`src/rtl/conv_window_gen.sv`:
```
// conv_window_gen: streaming 3x3 window generator with two line buffers and held kernel/bias; CONV_STRIDE2_EN selects stride-2 windows
module conv_window_gen #(
  parameter int IMG_W = 28,
  parameter int IMG_H = 28
) (
  input  logic        clk,
  input  logic        rst,
  input  logic        frame_start,
  input  logic        pix_valid,
  input  logic [7:0]  pix_in,
  input  logic        weight_load,
  input  logic [35:0] weight_in,
  input  logic [4:0]  exp_bias_in,
  output logic [71:0] image,
  output logic [35:0] weight,
  output logic [4:0]  exp_bias,
  output logic        win_valid,
  output logic        frame_done
);
  localparam int CW = $clog2(IMG_W);
  localparam int RW = $clog2(IMG_H);
`ifdef CONV_STRIDE2_EN
  localparam int LC = IMG_W - 1 - ((IMG_W - 1) % 2);
  localparam int LR = IMG_H - 1 - ((IMG_H - 1) % 2);
`else
  localparam int LC = IMG_W - 1;
  localparam int LR = IMG_H - 1;
`endif
  localparam logic [CW-1:0] CMAX = CW'(IMG_W - 1);
  localparam logic [CW-1:0] CLAST = CW'(LC);
  localparam logic [CW-1:0] C2 = CW'(2);
  localparam logic [RW-1:0] RMAX = RW'(IMG_H - 1);
  localparam logic [RW-1:0] RLAST = RW'(LR);
  localparam logic [RW-1:0] R2 = RW'(2);
  logic [CW-1:0] col, c, c_nx;
  logic [RW-1:0] row, r, r_nx;
  logic          hit, last;
  logic [7:0]    lb1 [IMG_W];
  logic [7:0]    lb2 [IMG_W];
  // frame_start makes the current pixel (0,0) regardless of where the counters are
  always_comb begin
    c = frame_start ? '0 : col;
    r = frame_start ? '0 : row;
    c_nx = (c == CMAX) ? '0 : c + 1'b1;
    r_nx = (c != CMAX) ? r : (r == RMAX) ? '0 : r + 1'b1;
`ifdef CONV_STRIDE2_EN
    hit = (r >= R2) && (c >= C2) && !r[0] && !c[0];
`else
    hit = (r >= R2) && (c >= C2);
`endif
    last = (r == RLAST) && (c == CLAST);
  end
  always_ff @(posedge clk or posedge rst)
    if (rst) begin
      col <= '0;
      row <= '0;
      image <= '0;
      win_valid <= 1'b0;
      frame_done <= 1'b0;
    end else begin
      win_valid <= pix_valid && hit;
      frame_done <= pix_valid && hit && last;
      if (pix_valid) begin
        col <= c_nx;
        row <= r_nx;
        image <= {image[63:48], lb2[c], image[39:24], lb1[c], image[15:0], pix_in};
      end
    end
  // line buffers are never reset; the row>=2 rule keeps stale data out of windows
  always_ff @(posedge clk)
    if (pix_valid) begin
      lb2[c] <= lb1[c];
      lb1[c] <= pix_in;
    end
  always_ff @(posedge clk or posedge rst)
    if (rst) begin
      weight <= '0;
      exp_bias <= '0;
    end else if (weight_load) begin
      weight <= weight_in;
      exp_bias <= exp_bias_in;
    end
endmodule

```
`config.mk`:
```
export PLATFORM = sky130hd
export DESIGN_NAME = conv_window_gen
export DESIGN_NICKNAME = d
export VERILOG_FILES = /design/src/rtl/conv_window_gen.sv
export SDC_FILE = /design/constraint.sdc
export NUM_CORES = 1
export LEC_CHECK = 0
export ABC_AREA = 1
export CAP_MARGIN = 30
export CORE_AREA = 2 2 270 272
export CTS_BUF_LIST = sky130_fd_sc_hd__clkbuf_16
export DETAILED_ROUTE_END_ITERATION = 6
export DIE_AREA = 0 0 272 274
export PLACE_DENSITY = 0.54
export SLEW_MARGIN = 20
export SYNTH_ARGS = -nofsm -noshare
export SYNTH_HDL_FRONTEND = slang
export SYNTH_SLANG_ARGS = --single-unit
```
`constraint.sdc`:
```
create_clock -name clk -period 9.9 [get_ports clk]
set_input_delay 0.99 -clock clk [delete_from_list [all_inputs] [get_ports clk]]
set_output_delay 0.99 -clock clk [all_outputs]
set_load 0.005 [all_outputs]
```
==> qor.tcl <==
set qor(netlist_instances) 2144
set qor(fraction_of_layout_cells_with_a_size_suffix_above_1) 0.0871
set qor(first_global_vias) 15649
set qor(remaining_drc_errors) 0
set qor(maxSlewViolCount) 0
set qor(cts_inserted_buffers) 60
set qor(finalSetupViolations) 0
set qor(finalSetupTns_ns) 0
set qor(ys.warnings.count) 0
set qor(number_of_enable_type_register_cells_in_the_synthesized_netlist) 448
set qor(io_buffers) 168
set qor(io_pins) 169
set qor(run_status) {finished clean}
set qor(grtUsageTotal) 0.166
set qor(number_of_h_tree_branching_levels) 2
set qor(clk-insertion-delay-late_ns) 0.62
set qor(synth-seq-area-share) 0.709
set qor(final.fill_count) 6915
set qor(period_needed_ns) 4.78
set qor(cts-hold-fix-buffers) 0
set qor(syn_area_um2) 23400
set qor(end_kind) {flop}
set qor(number_of_violations_of_the_max_capacitance_limit) 0
set qor(hold_ws_ns) 0.466
set qor(iter_0_drt_violations) 1463
set qor(global_route.overflow_total) 0
set qor(cts_resized) 0
set qor(grt_antenna_before_repair) 0
set qor(tritoncts) {done}
set qor(worst_min_delay_path_category) {reg2reg}
set qor(die_height_um) 274
set qor(max_freq_ghz) 0.209
set qor(via_count) 15739
set qor(grt_first_pass_wirelength_mm) 94.4
set qor(final.period_utilization) 0.483
set qor(worst_slew_pin_slew_ns) 0.986
set qor(placer_congestion) 0.816
set qor(postSynthNetCount) 2199
set qor(synth-main-ff-cell) {sky130_fd_sc_hd__edfxtp_1}
set qor(die_area_um2) 74500
set qor(wl_per_cell_um) 18.7
set qor(mapped_avg_cell_area_um2) 10.9
set qor(critical_path_required_ns) 10.21
set qor(synth.ff_latch_count) 573
set qor(area_taken_by_multi_input_logic_gates_um2) 5480
set qor(cts_post_setup_buffers_inserted) 0
set qor(count_of_standard_cell_rows) 99
set qor(dieWidth_um) 272
set qor(start_kind) {primary input}
set qor(worst_clock_skew_ns) 0.0234
set qor(final-hold-violation-count) 0
set qor(pin_count_of_the_biggest_net_entering_global_routing) 81
set qor(layout_common_cells) {sky130_fd_sc_hd__nand2_1 (815), sky130_fd_sc_hd__edfxtp_1 (448), sky130_fd_sc_hd__inv_1 (251), sky130_fd_sc_hd__nand3_1 (202), sky130_fd_sc_hd__clkdlybuf4s50_1 (165)}
set qor(cts-root-to-sink-buffers) 3
set qor(setup.worst_path.class) {in2reg}
set qor(setup_repair_after_global_routing_missed_its_margin) {no}
set qor(fp.coreArea_um2) 72000
set qor(regArea_um2) 16600
set qor(cts_sinks) 573
set qor(cellPowerDensity_nw_per_um2) 201
set qor(max-slew-margin-rel) 0.342
set qor(netlist-cell-type-count) 34
set qor(p_leak_uw) 0.0116
set qor(drtAntennaViolNets) 0
set qor(clk_root_buffer_cell) {sky130_fd_sc_hd__clkbuf_16}
set qor(mostFrequentLayoutCell) {sky130_fd_sc_hd__nand2_1}
set qor(vias_per_cell) 4.70
set qor(clk_pin_slew_worst_paths_ns) 0.06
set qor(worst-path-max-fanout) 61
set qor(layout.nets) 2392
set qor(start_util) 0.325
set qor(detail_route.first_pass.iterations) 6
set qor(diodes) 0
set qor(drt_wl_total_mm) 62.4
set qor(hpwlAfterDp_mm) 38.0
set qor(cp_data_arrival_time_ns) 5.09
set qor(syn2layout_area_growth_pct) 20.5
set qor(vdd_drop_max_mv) 0.133
set qor(synth_async_sr_flop_share) 0.218
[cell usage after synthesis (2+ instances only)]
library cell               count  area, um2
sky130_fd_sc_hd__nor2_1       69        259
sky130_fd_sc_hd__o211ai_1     10       75.1
sky130_fd_sc_hd__or2_2         5       31.3
sky130_fd_sc_hd__a21oi_1      34        170
sky130_fd_sc_hd__nor2_2        7       43.8
sky130_fd_sc_hd__dfrtp_1     125       3130
sky130_fd_sc_hd__clkbuf_1     25       93.8
sky130_fd_sc_hd__o22ai_1       3       18.8
sky130_fd_sc_hd__inv_1       236        886
sky130_fd_sc_hd__nand2_1     816       3060
sky130_fd_sc_hd__mux2_2       41        462
sky130_fd_sc_hd__edfxtp_1    448      13500
sky130_fd_sc_hd__nand3_1     204       1020
sky130_fd_sc_hd__buf_4        12       90.1
sky130_fd_sc_hd__buf_1         6       22.5
sky130_fd_sc_hd__a31oi_1       2       12.5
sky130_fd_sc_hd__buf_6         2       22.5
sky130_fd_sc_hd__nand2_2       3       18.8
sky130_fd_sc_hd__o21ai_1       2       10.0
sky130_fd_sc_hd__o21ai_0      25        125
sky130_fd_sc_hd__buf_2        51        255
sky130_fd_sc_hd__nand4_1       6       37.5
[per-stage QoR]
step / setup WS, ns / utilization / area, um2 / instances / total power (uW)
2_1_floorplan: 5.58 / - / 23400 / 2144 / 3210
3_3_place_gp: 4.11 / 0.364 / 26200 / 3225 / 3570
3_5_place_dp: 4.47 / 0.365 / 26300 / 3230 / 3600
4_1_cts: 5.12 / 0.391 / 28100 / 3343 / 5720
5_1_grt: 4.82 / 0.392 / 28200 / 3347 / 5890
6_report: 5.12 / 0.392 / 28200 / 3347 / 5670
[cells by family (layout without fill, tap and decap cells)]
group | count (synthesis) | in the layout | share of synthesized area
muxes | 41 | 41 | 0.0197
buffers and inverters | 334 | 578 | 0.0591
DFF | 573 | 573 | 0.709
adders and majority gates | 1 | 1 | 0.000535
AOI/OAI and AO/OA | 78 | 78 | 0.0183
and+or+nand+nor | 1117 | 1117 | 0.194
[worst paths after layout]
kind                       slack [ns]  cells past startpoint    endpoint        start
setup reg to reg                 5.59                     11  lb2[12][3]       col[0]
hold / removal                   0.47                      2   image[21]    image[21]
setup / recovery                 5.12                      8  lb2[26][6]  frame_start
min in group asynchronous        0.86                      2   image[33]          rst
max in group asynchronous        7.92                      4  weight[29]          rst
hold reg to reg                  0.47                      2   image[21]    image[21]
[flip-flops by register name, indices dropped and copies added, names as in the netlist]
| signal | count |
|---|---|
| row | 5 |
| weight | 36 |
| lb2 | 224 |
| exp_bias | 5 |
| win_valid | 1 |
| lb1 | 224 |
| image | 72 |
| frame_done | 1 |
| col | 5 |
[layer usage]
metal  wire (um)  part of all wire  global-route usage
met1       27400              0.44               0.223
met2       29500              0.47               0.275
met3        3820             0.061              0.0256
met4        1700             0.027              0.0558
met5           0                 0                   0
[critical path, cell delays in order]
cell and delay, ns:
sky130_fd_sc_hd__clkdlybuf4s50_1 0.61, sky130_fd_sc_hd__inv_6 0.29, sky130_fd_sc_hd__nand2_4 0.40, sky130_fd_sc_hd__nor2_4 0.65, sky130_fd_sc_hd__buf_4 0.74, sky130_fd_sc_hd__nand2_1 0.39
sky130_fd_sc_hd__nor2_1 0.69, sky130_fd_sc_hd__buf_4 0.31
[report_power, final]
group,total [uW],switching [uW],internal [uW]
clock network,2130,916,1210
logic,712,438,274
registers,2830,57.7,2770
total,5670,1410,4250
[final cells by class]
type,count,share of cell area
clock buffer,61,0.0541
clock inverter,52,0.0116
inverter,238,0.0319
timing repair buffer,227,0.0776
multi-input combinational,1237,0.194
sequential,573,0.588
tap,959,0.0425
(Power assumes the default switching activity.)
